--- config.mk ---
export PLATFORM = sky130hd
export DESIGN_NAME = nrisc_pc_sequencer
export DESIGN_NICKNAME = d
export VERILOG_FILES = /design/src/rtl/nrisc_pc_sequencer.sv
export SDC_FILE = /design/constraint.sdc
export NUM_CORES = 1
export LEC_CHECK = 0
export ABC_CLOCK_PERIOD_IN_PS = 1500
export BUFFER_PORTS_ARGS = -buffer_cell sky130_fd_sc_hd__buf_2
export CORE_MARGIN = 3
export CORE_UTILIZATION = 39
export DETAILED_ROUTE_END_ITERATION = 6
export PLACE_DENSITY_LB_ADDON = 0.25
export SYNTH_ARGS = -nofsm -noshare
export SYNTH_HDL_FRONTEND = slang
export SYNTH_SLANG_ARGS = --single-unit
--- constraint.sdc ---
create_clock -name clk_i -period 1.5 [get_ports clk_i]
set_input_delay 0.3 -clock clk_i [delete_from_list [all_inputs] [get_ports clk_i]]
set_output_delay 0.3 -clock clk_i [all_outputs]
set_load 0.02 [all_outputs]
--- src/rtl/nrisc_pc_sequencer.sv ---
// nrisc_pc_sequencer: program-counter sequencer for the 8-bit nRisc core.
// Generates the fetch address stream from sequential increment, taken
// branches and absolute jumps. It also handles stall, halt/resume and a
// one-cycle bubble after every redirect.
// Optional feature: define NRISC_RAS_EN to build a RAS_DEPTH-entry
// return-address stack. With the stack, call_en and ret_en act as redirects.
// Without it, call_en and ret_en are ignored and ras_err is tied low.
module nrisc_pc_sequencer #(
  parameter logic [7:0] RESET_PC  = 8'h00,
  parameter int         RAS_DEPTH = 4
) (
  input  logic       clk_i,
  input  logic       rst_i,
  input  logic       stall_i,
  input  logic       branch_en_i,
  input  logic [7:0] branch_target_i,
  input  logic       jump_en_i,
  input  logic [7:0] jump_addr_i,
  input  logic       call_en_i,
  input  logic       ret_en_i,
  input  logic       halt_req_i,
  input  logic       resume_i,
  output logic [7:0] pc_o,
  output logic [7:0] pc_plus1_o,
  output logic       fetch_valid_o,
  output logic       flush_o,
  output logic       pc_wrap_o,
  output logic       halted_o,
  output logic       ras_err_o
);

  typedef enum logic [1:0] {
    ST_BOOT   = 2'd0,
    ST_RUN    = 2'd1,
    ST_BUBBLE = 2'd2,
    ST_HALT   = 2'd3
  } state_t;

  state_t     state_q, state_d;
  logic [7:0] pc_q, pc_d;
  logic       flush_q, flush_d;
  logic       wrap_q, wrap_d;
  logic [7:0] pc_inc;

  // Return-stack hooks, driven by the optional stack (or constants without it)
  logic       ret_sel;
  logic       call_sel;
  logic [7:0] pop_addr;
  logic       push_req;
  logic       pop_req;

  assign pc_inc = pc_q + 8'd1;

  assign pc_o          = pc_q;
  assign pc_plus1_o    = pc_inc;
  assign fetch_valid_o = (state_q == ST_RUN) && !stall_i;
  assign flush_o       = flush_q;
  assign pc_wrap_o     = wrap_q;
  assign halted_o      = (state_q == ST_HALT);

  // Control state, pc and the one-cycle pulse registers
  always_ff @(posedge clk_i) begin
    if (rst_i) begin
      state_q <= ST_BOOT;
      pc_q    <= RESET_PC;
      flush_q <= 1'b0;
      wrap_q  <= 1'b0;
    end else begin
      state_q <= state_d;
      pc_q    <= pc_d;
      flush_q <= flush_d;
      wrap_q  <= wrap_d;
    end
  end

  // Next-state and pc selection; pulses default low so each lasts one cycle
  always_comb begin
    state_d  = state_q;
    pc_d     = pc_q;
    flush_d  = 1'b0;
    wrap_d   = 1'b0;
    push_req = 1'b0;
    pop_req  = 1'b0;
    unique case (state_q)
      ST_BOOT: state_d = ST_RUN;
      ST_RUN: begin
        if (halt_req_i) begin
          state_d = ST_HALT;
        end else if (stall_i) begin
          state_d = ST_RUN;
        end else if (ret_sel) begin
          pop_req = 1'b1;
          pc_d    = pop_addr;
          state_d = ST_BUBBLE;
          flush_d = 1'b1;
        end else if (call_sel) begin
          push_req = 1'b1;
          pc_d     = jump_addr_i;
          state_d  = ST_BUBBLE;
          flush_d  = 1'b1;
        end else if (jump_en_i) begin
          pc_d    = jump_addr_i;
          state_d = ST_BUBBLE;
          flush_d = 1'b1;
        end else if (branch_en_i) begin
          pc_d    = branch_target_i;
          state_d = ST_BUBBLE;
          flush_d = 1'b1;
        end else begin
          pc_d   = pc_inc;
          wrap_d = (pc_q == 8'hFF);
        end
      end
      ST_BUBBLE: begin
        if (halt_req_i) begin
          state_d = ST_HALT;
        end else if (!stall_i) begin
          state_d = ST_RUN;
        end
      end
      ST_HALT: begin
        if (resume_i) begin
          state_d = ST_RUN;
        end
      end
      default: state_d = ST_BOOT;
    endcase
  end

`ifdef NRISC_RAS_EN
  localparam int PTR_W = $clog2(RAS_DEPTH);
  localparam int CNT_W = $clog2(RAS_DEPTH + 1);

  logic [7:0]       ras_mem [RAS_DEPTH];
  logic [PTR_W-1:0] sp_q, sp_d;
  logic [PTR_W-1:0] top_idx;
  logic [CNT_W-1:0] cnt_q, cnt_d;
  logic             err_q, err_d;
  logic             ras_empty;
  logic             ras_full;

  // sp_q is the next free slot; the stack is circular so a push onto a full
  // stack lands on the oldest entry.
  assign top_idx   = (sp_q == '0) ? PTR_W'(RAS_DEPTH - 1) : sp_q - PTR_W'(1);
  assign ras_empty = (cnt_q == '0);
  assign ras_full  = (cnt_q == CNT_W'(RAS_DEPTH));
  assign ret_sel   = ret_en_i;
  assign call_sel  = call_en_i;
  assign pop_addr  = ras_empty ? RESET_PC : ras_mem[top_idx];
  assign ras_err_o = err_q;

  // Stack pointer, occupancy and sticky error register
  always_ff @(posedge clk_i) begin
    if (rst_i) begin
      sp_q  <= '0;
      cnt_q <= '0;
      err_q <= 1'b0;
    end else begin
      sp_q  <= sp_d;
      cnt_q <= cnt_d;
      err_q <= err_d;
    end
  end

  // Push/pop bookkeeping, including overflow and underflow detection
  always_comb begin
    sp_d  = sp_q;
    cnt_d = cnt_q;
    err_d = err_q;
    if (push_req) begin
      sp_d = (sp_q == PTR_W'(RAS_DEPTH - 1)) ? '0 : sp_q + PTR_W'(1);
      if (ras_full) begin
        err_d = 1'b1;
      end else begin
        cnt_d = cnt_q + CNT_W'(1);
      end
    end else if (pop_req) begin
      if (ras_empty) begin
        err_d = 1'b1;
      end else begin
        sp_d  = top_idx;
        cnt_d = cnt_q - CNT_W'(1);
      end
    end
  end

  // Return-address storage; data only, so it carries no reset
  always_ff @(posedge clk_i) begin
    if (push_req) begin
      ras_mem[sp_q] <= pc_inc;
    end
  end
`else
  logic unused_ras;

  assign ret_sel    = 1'b0;
  assign call_sel   = 1'b0;
  assign pop_addr   = RESET_PC;
  assign ras_err_o  = 1'b0;
  assign unused_ras = ^{call_en_i, ret_en_i, push_req, pop_req, (RAS_DEPTH > 0)};
`endif

endmodule

==> results of run 1 <==
[cells by family after synthesis]
kind of cell	Yosys count
AND/OR/NAND/NOR	41
AO/OA/AOI/OAI	30
flip-flops	12
buffers and inverters	11
XOR/XNOR	5
adder cells (fa/ha/maj)	4
other	1
multiplexers	1
[critical path, cell delays in order, from the launching register on]
cell and delay, ns:
dfxtp_2 0.33, inv_2 0.06, ha_4 0.12, or3b_4 0.40, o211ai_1 0.25, buf_4 0.17, a211o_1 0.11, a21oi_2 0.05
[power by group]
group / internal, W / leakage (nW) / total [W] / switching [W]
Sequential: 0.000346 / 0.102 / 0.000374 / 0.0000288
Clock: 0.000148 / 0.0210 / 0.000278 / 0.000131
Combinational: 0.000235 / 0.589 / 0.000479 / 0.000244
Total: 0.000729 / 0.712 / 0.00113 / 0.000403
[per-stage QoR]
stage	setup TNS (ns)	hold slack, ns	area [um^2]	setup slack [ns]
CTS	-0.497	0.324	1380	-0.132
finish	-0.839	0.317	1510	-0.130
global placement	-0.362	0.508	1190	-0.139
global route	-1.55	0.339	1510	-0.198
detailed placement	-0.445	0.518	1190	-0.163
floorplan	-0.177	0.377	846	-0.0618
[area by class of cell]
cell class                 instances  area (um^2)  share of cell area [%]
timing repair buffer              71          468                    30.9
inverter                           5         18.8                    1.24
tap                               25         31.3                    2.07
clock buffer                       4         36.3                    2.40
sequential                        12          258                    17.0
multi-input combinational         82          702                    46.4
[how the worst max path moves through the flow]
stage,slack (ns),cells past startpoint,endpoint
final,-0.13,7,state_q[1]
after global routing,-0.20,7,state_q[1]
after CTS,-0.13,4,pc_plus1_o[7]
after detailed placement,-0.16,6,state_q[0]
after global placement,-0.14,6,state_q[0]
after floorplan,-0.06,6,pc_o[7]
[sequential cells by signal, indices dropped and copies added, names as in the netlist]
name / flops
state_q: 2
flush_o: 1
pc_wrap_o: 1
pc_o: 8
[repair_timing]
action,in CTS,in global routing
endpoints found under the setup margin,9,11
resized for setup,25,21
hold endpoints to repair,0,0
hold buffers,0,0
setup buffers,5,7
pin swaps,18,13
[placed cells by master (no fill, tap or decap), types with 2 or more instances in the layout]
cell type and count:
nand3_1 3, nand3b_1 3, nor2_1 6, a31oi_1 2
o21ai_0 2, ha_4 2, a211oi_1 3, buf_2 35
dfxtp_1 4, buf_6 6, dfxtp_2 5, inv_1 4
nand2_1 7, dfxtp_4 3, a21oi_1 6, clkbuf_4 3
or4_1 2, xnor2_2 3, nand3_2 2, nand2b_1 5
a211oi_2 2, buf_4 30, o211ai_1 7, a21oi_2 5
[synthesized netlist by cell type, drive strengths merged (2+ instances only)]
master	number	area (um^2)
a211oi	5	37.5
a21oi	11	55.1
a31oi	2	12.5
buf	2	12.5
clkbuf	4	15.0
dfxtp	12	240
ha	4	50.1
inv	5	18.8
nand2	9	33.8
nand2b	6	37.5
nand3	6	30.0
nand3b	3	22.5
nor2	6	22.5
nor3	2	10.0
o211ai	7	52.6
o21ai	2	10.0
or2	2	12.5
or4	2	15.0
xnor2	4	35.0
[layer usage]
layer / wire, um / share of wire [%] / up-vias
li1: - / - / 522
met1: 1340 / 40 / 530
met2: 1740 / 52 / 51
met3: 183 / 5.5 / 9
met4: 83 / 2.5 / 0
met5: 0 / 0 / -
==> impl_metrics.json, run 1 <==
{
  "hold_path.class": "input port to register",
  "cts_tree": "built",
  "synth.yosys.seq_area_share_pct": 29.4,
  "htree_levels": 1,
  "reg2reg_setup_slack_ns": -0.13,
  "dieArea_um2": 2680,
  "syn_avg_cell_area_um2": 7.77,
  "antenna_left": 0,
  "instances_no_fill": 199,
  "fin_skew_ns": 0.00787,
  "synth_top_family_by_area": "simple AND/OR/NAND/NOR gates",
  "rsz0062_at_grt": "true",
  "synthFlopType": "dfxtp_1",
  "grt.met1_usage_pct": 26.7,
  "route.detailed.drc": 0,
  "n_fill_cell": 116,
  "areaGrowthSynthToFinish_pct": 85.6,
  "finalNetCount": 204,
  "clock-sinks": 12,
  "hold_path_end": "pc_o[0]",
  "yosys.area_share.simple_pct": 28.1,
  "power_w": 0.00113,
  "use_met3_pct": 3.15,
  "gr-usage-met2_pct": 40.3,
  "clock.fmax_mhz": 614,
  "insertion_delay_ns": 0.29,
  "initial_core_util_pct": 44.4,
  "antenna_found_initial": 0,
  "yosysUniqueCellTypes": 31,
  "placedCellCount": 184,
  "cp_data_required_time_ns": 1.67,
  "setup_slack_ns": -0.130,
  "place.port_buffers": 42,
  "power_leakage_nw": 0.712,
  "worstRegToRegCells": 7,
  "whs_path_depth": 3,
  "crit_start": "state_q[1]",
  "grt_util_all_layers_pct": 22.2,
  "synth_compound_area_share_pct": 23.6,
  "yosysWarnings": 0,
  "path_max_fanout": 6,
  "hp-start": "jump_addr_i[0]",
  "grt_pass1_vias": 981,
  "synth_area_um2": 816,
  "synth_seq_cells": 12,
  "viasPerCell": 5.59,
  "violations": "setup timing",
  "firstDrtPassIters": 5,
  "clk_path_buf_depth": 2,
  "die_x_um": 51.7,
  "cts_buffers": 3,
  "min_period_ns": 1.63,
  "cts_root_buf": "clkbuf_4",
  "grt_pass1_wl_um": 4500,
  "start_kind": "register",
  "async_flop_share_pct": 0,
  "syn_inst": 105,
  "hold_violations": 0,
  "reg2reg_to": "state_q[1]",
  "drt-initial-drc-count": 25,
  "ir_worst_vdd_uv": 645,
  "crit_type": "register to register",
  "setup-violations-final": 13,
  "power_per_cell_area_nw_per_um2": 748,
  "std_cell_rows": 15,
  "final_core_util_pct": 82.3,
  "gp_congestion": 0.817,
  "core_area_um2": 1840,
  "finalCritPeriodShare_pct": 109,
  "status": "finished, violations left",
  "reg2reg_from": "state_q[1]",
  "wl_per_cell_um": 16.8,
  "totalWireLength_um": 3340,
  "synth-xor-area-share_pct": 5.37,
  "post-dp-hpwl_um": 1880,
  "drive_above_1_share_pct": 64.4,
  "diodes": 0,
  "endpoint_kind": "register",
  "synth-edff-count": 0,
  "cap_violations": 0,
  "synth_fp_nets": 134,
  "overflow": 0,
  "top_usage_layer": "met2",
  "cp_data_arrival_time_ns": 1.80,
  "muxShareOfSynthArea_pct": 1.23,
  "grt_max_degree": 15,
  "synthAdderAreaFrac_pct": 6.13,
  "final_max_slew_viol_count": 0,
  "clk_pin_slew_worst_paths_ns": 0.09,
  "die_y_um": 51.7,
  "io_pins": 46,
  "vias": 1112
}
Power figures use the tool's default switching activity.
==> run 2: changes to the inputs <==
MAX_ROUTING_LAYER = met4   (was default)
==> run 2 against run 1 <==
  * The run still ends with setup timing left
  * Final cell count is the same
  * Combinational power grew 1%
  * Clock power hardly changed
  * Non-clock buffer count did not move
  * Critical path depth unchanged
  * Die area did not move
  * Via count up 2.0%
  * Sequential power about the same
  * Sequential cell count is the same
  * Register-to-register slack hardly changed
  * Hold slack improved by 0.0077 ns
  * Largest power group unchanged
==> impl_metrics.json, run 2 (same netlist as run 1, synthesis figures left out) <==
{
  "core_area_um2": 1840,
  "hold_path_end": "pc_o[0]",
  "overflow": 0,
  "reg2reg_from": "state_q[1]",
  "antenna_found_initial": 0,
  "fin_skew_ns": 0.00651,
  "hp-start": "jump_addr_i[0]",
  "cts_tree": "built",
  "drt-initial-drc-count": 22,
  "crit_type": "register to register",
  "endpoint_kind": "register",
  "cp_data_arrival_time_ns": 1.85,
  "path_max_fanout": 6,
  "gp_congestion": 0.829,
  "ir_worst_vdd_uv": 590,
  "regArea_um2": 258,
  "min_period_ns": 1.64,
  "htree_levels": 1,
  "finalInstanceArea_um2": 1510,
  "grt_util_all_layers_pct": 22.7,
  "totalWireLength_um": 3460,
  "insertion_delay_ns": 0.28,
  "power_per_cell_area_nw_per_um2": 751,
  "route.detailed.drc": 0,
  "antenna_left": 0,
  "placed_area_um2": 1190,
  "start_kind": "register",
  "hold_violations": 0,
  "rsz0062_at_grt": "true",
  "n_fill_cell": 112,
  "status": "finished, violations left",
  "worstRegToRegCells": 7,
  "layout_common_cells": "buf_2 (35), buf_4 (30), nand2_1 (7), o211ai_1 (7)",
  "finalNetCount": 204,
  "multi_input_area_um2": 702,
  "place_ws_ns": -0.163,
  "reg2reg_setup_slack_ns": -0.14,
  "largest_reg_flops": 8,
  "clk_path_buf_depth": 2,
  "areaGrowthSynthToFinish_pct": 85.6,
  "io_pins": 46,
  "cts_root_buf": "clkbuf_4",
  "cap_violations": 0,
  "viasPerCell": 5.70,
  "firstDrtPassIters": 4,
  "grt_pass1_wl_um": 4490,
  "post-dp-hpwl_um": 1880,
  "dieArea_um2": 2680,
  "wl_per_cell_um": 17.4,
  "clk_pin_slew_worst_paths_ns": 0.09,
  "final_max_slew_viol_count": 0,
  "setup-violations-final": 14,
  "place.port_buffers": 42,
  "grt_pass1_vias": 983,
  "vias": 1134,
  "setup_slack_ns": -0.141,
  "initial_core_util_pct": 44.4,
  "die_y_um": 51.7,
  "diodes": 0,
  "cts_buffers": 3,
  "cts_hold_buf": 0,
  "clock.fmax_mhz": 609,
  "finalCritPeriodShare_pct": 109,
  "final_common_cell": "buf_2",
  "final_core_util_pct": 82.3,
  "grt_max_degree": 15,
  "violations": "setup timing",
  "std_cell_rows": 15,
  "whs_path_depth": 3,
  "reg2reg_to": "state_q[1]",
  "power_leakage_nw": 0.712,
  "cp_data_required_time_ns": 1.71,
  "drive_above_1_share_pct": 64.4,
  "clock-sinks": 12,
  "die_x_um": 51.7,
  "hold_path.class": "input port to register"
}
[run 2: area by class of cell]
cell class / count / area share (%)
sequential: 12 / 17.0
multi-input combinational: 82 / 46.4
timing repair buffer: 71 / 30.9
tap: 25 / 2.07
inverter: 5 / 1.24
clock buffer: 4 / 2.40
[run 2: worst max-delay path, stage by stage (launching register included)]
cell      delay [ns]
dfxtp_2         0.34
inv_2           0.06
ha_4            0.13
or3b_4          0.41
o211ai_1        0.26
buf_4           0.18
nand2_1         0.07
a21oi_2         0.14
[run 2: where the power goes]
| group | total, W | internal, W | leakage (nW) | switching [W] |
|---|---|---|---|---|
| registers | 0.000375 | 0.000346 | 0.102 | 0.0000290 |
| logic | 0.000485 | 0.000237 | 0.589 | 0.000248 |
| clock network | 0.000278 | 0.000148 | 0.0210 | 0.000130 |
| total | 0.00114 | 0.000730 | 0.712 | 0.000408 |
[run 2: routing by layer]
| layer | routed length, um | vias up | track usage, % |
|---|---|---|---|
| met5 | 0 | - | - |
| met4 | 135 | 0 | 6.99 |
| met3 | 242 | 14 | 3.15 |
| met2 | 1730 | 76 | 40.5 |
| met1 | 1350 | 523 | 26.3 |
| li1 | - | 521 | - |
[run 2: worst max path at each step]
| stage | from | to | slack (ns) | depth (start not counted) |
|---|---|---|---|---|
| 5_1_grt | state_q[1] | state_q[1] | -0.23 | 7 |
| 6_report | state_q[1] | state_q[1] | -0.14 | 7 |
| 3_3_place_gp | state_q[1] | state_q[0] | -0.14 | 6 |
| 2_1_floorplan | state_q[1] | pc_o[7] | -0.06 | 6 |
| 4_1_cts | pc_o[2] | pc_plus1_o[7] | -0.13 | 4 |
| 3_5_place_dp | state_q[1] | state_q[0] | -0.16 | 6 |
[run 2: what timing repair did]
| item | CTS | global route |
|---|---|---|
| setup endpoints to repair | 9 | 11 |
| resized for setup | 25 | 21 |
| buffers inserted | 5 | 7 |
| pin swaps | 18 | 13 |
[run 2: per-stage QoR]
step	hold WS, ns	power [W]	TNS [ns]	std cells
floorplan	0.377	0.000578	-0.177	105
global placement	0.508	0.000714	-0.362	184
detailed placement	0.518	0.000723	-0.445	184
CTS	0.324	0.00104	-0.497	193
global route	0.331	0.00119	-1.64	199
finish	0.324	0.00114	-0.891	199
==> run 3: changes to the inputs <==
SETUP_SLACK_MARGIN = 0.15   (was default)
==> run 3 against run 2 <==
  * Clock skew up 0.0055 ns
  * Power up 12%
  * Highest routed layer unchanged
  * The run still ends with setup timing left
  * Non-clock buffer count rose by 4
  * Global-route usage increased by 1.8 points
==> impl_metrics.json, run 3 (same netlist as run 1, synthesis figures left out) <==
{
  "power_leakage_nw": 0.748,
  "cp_data_required_time_ns": 1.20,
  "place.port_buffers": 42,
  "start_kind": "register",
  "wl_per_cell_um": 22.0,
  "cts_tree": "built",
  "viasPerCell": 6.00,
  "largest_reg_flops": 8,
  "post-dp-hpwl_um": 1810,
  "die_y_um": 51.7,
  "violations": "setup timing",
  "crit_family": "simple AND/OR/NAND/NOR gates",
  "p_seq_share_pct": 29.3,
  "htree_levels": 1,
  "core_area_um2": 1840,
  "swShare_pct": 36.9,
  "n_fill_cell": 80,
  "die_x_um": 51.7,
  "drive_above_1_share_pct": 69.1,
  "worstMarginPinSlew_ns": 0.542,
  "diodes": 0,
  "hold_violations": 0,
  "final_common_cell": "buf_2",
  "drt-initial-drc-count": 44,
  "route.detailed.drc": 0,
  "hold_path.class": "input port to register",
  "fin_skew_ns": 0.0120,
  "antenna_left": 0,
  "totalWireLength_um": 4460,
  "status": "finished, violations left",
  "setup_slack_ns": -0.200,
  "min_period_ns": 1.70,
  "clk_path_buf_depth": 2,
  "holdWs_ns": 0.315,
  "std_cell_rows": 15,
  "finalSetupTns_ns": -1.48,
  "final_max_slew_viol_count": 0,
  "cp_num_buf_inv": 2,
  "insertion_delay_ns": 0.29,
  "final_core_util_pct": 91.7,
  "finalNetCount": 208,
  "cts_buffers": 3,
  "cts_root_buf": "clkbuf_4",
  "grt_pass1_vias": 1027,
  "initial_core_util_pct": 44.4,
  "cp_cell_sequence": "buf_4, nor3_1, or2_4, buf_6",
  "crit_type": "register to primary output",
  "path_max_fanout": 4,
  "finalInstanceArea_um2": 1690,
  "clock.fmax_mhz": 588,
  "placed_area_um2": 1220,
  "gp_congestion": 0.892,
  "relSlewSlack_pct": 63.4,
  "reg2reg_setup_slack_ns": -0.19,
  "clk_pin_slew_worst_paths_ns": 0.09,
  "io_pins": 46,
  "power_frac_comb_pct": 48.9,
  "finalCritPeriodShare_pct": 113,
  "antenna_found_initial": 0,
  "endpoint_kind": "primary output",
  "firstDrtPassIters": 4,
  "grt_util_all_layers_pct": 24.5,
  "vias": 1217,
  "cts_hold_buf": 0,
  "clock-sinks": 12,
  "cpPeakStageDelay_ns": 0.33,
  "overflow": 0,
  "cp_data_arrival_time_ns": 1.40,
  "layout_common_cells": "buf_2 (32), buf_6 (21), buf_4 (21)",
  "grt_pass1_wl_um": 4770,
  "areaGrowthSynthToFinish_pct": 107,
  "power_switching_w": 0.000471,
  "critical-path-slowest-cell": "dfxtp_2",
  "intPower_w": 0.000805,
  "setup-violations-final": 14,
  "power_per_cell_area_nw_per_um2": 756,
  "dieArea_um2": 2680,
  "ir_worst_vdd_uv": 1100,
  "rsz0062_at_grt": "true",
  "place_ws_ns": -0.162,
  "clockPowerShare_pct": 21.8,
  "grt_max_degree": 15,
  "cap_violations": 0
}
==> run 3: cell types whose count changed in the layout (fill, tap and decap cells not counted), sizes merged <==
cell  delta
buf      +4
==> run 3: path summary, 6_finish.rpt <==
check / startpoint / to / depth (start not counted)
max: pc_o[5] / pc_plus1_o[5] / 4
min: jump_addr_i[0] / pc_o[0] / 3
max reg2reg: state_q[1] / pc_o[6] / 8
min reg2reg: pc_o[7] / pc_wrap_o / 2
==> run 3: what timing repair did <==
item	in CTS	in global routing
gates resized for setup	42	28
setup buffers	12	7
endpoints found under the setup margin	21	21
pin swaps	16	15
==> run 3: per-stage QoR <==
step,instances,power [W]
finish,203,0.00128
global route,203,0.00132
CTS,196,0.00109
detailed placement,180,0.000716
global placement,180,0.000706
floorplan,105,0.000583
==> run 3: tightest hold or removal path, cell delays in order <==
cell and delay [ns]:
buf_2 0.07, o211ai_1 0.09, a21oi_2 0.11
==> run 3: final cells by class <==
class / count / area, um^2 / area share (%)
Clock buffer: 4 / 36.3 / 2.15
Inverter: 5 / 18.8 / 1.11
Multi-Input combinational cell: 82 / 767 / 45.5
Sequential cell: 12 / 264 / 15.7
Tap cell: 25 / 31.3 / 1.85
Timing Repair Buffer: 75 / 569 / 33.8
==> run 3: layer usage <==
layer	up-vias	routed length, um	GRT usage [%]
li1	530	-	-
met1	571	1660	28.5
met2	79	2240	43.0
met3	37	261	6.02
met4	0	299	4.37
met5	-	0	-
==> run 3: power by group through the flow <==
stage	combinational, W	clock (W)	sequential [W]
after floorplan	0.000177	0	0.000406
after global placement	0.000326	0	0.000380
after detailed placement	0.000334	0	0.000381
after CTS	0.000453	0.000271	0.000370
after global routing	0.000654	0.000293	0.000375
final	0.000624	0.000278	0.000373
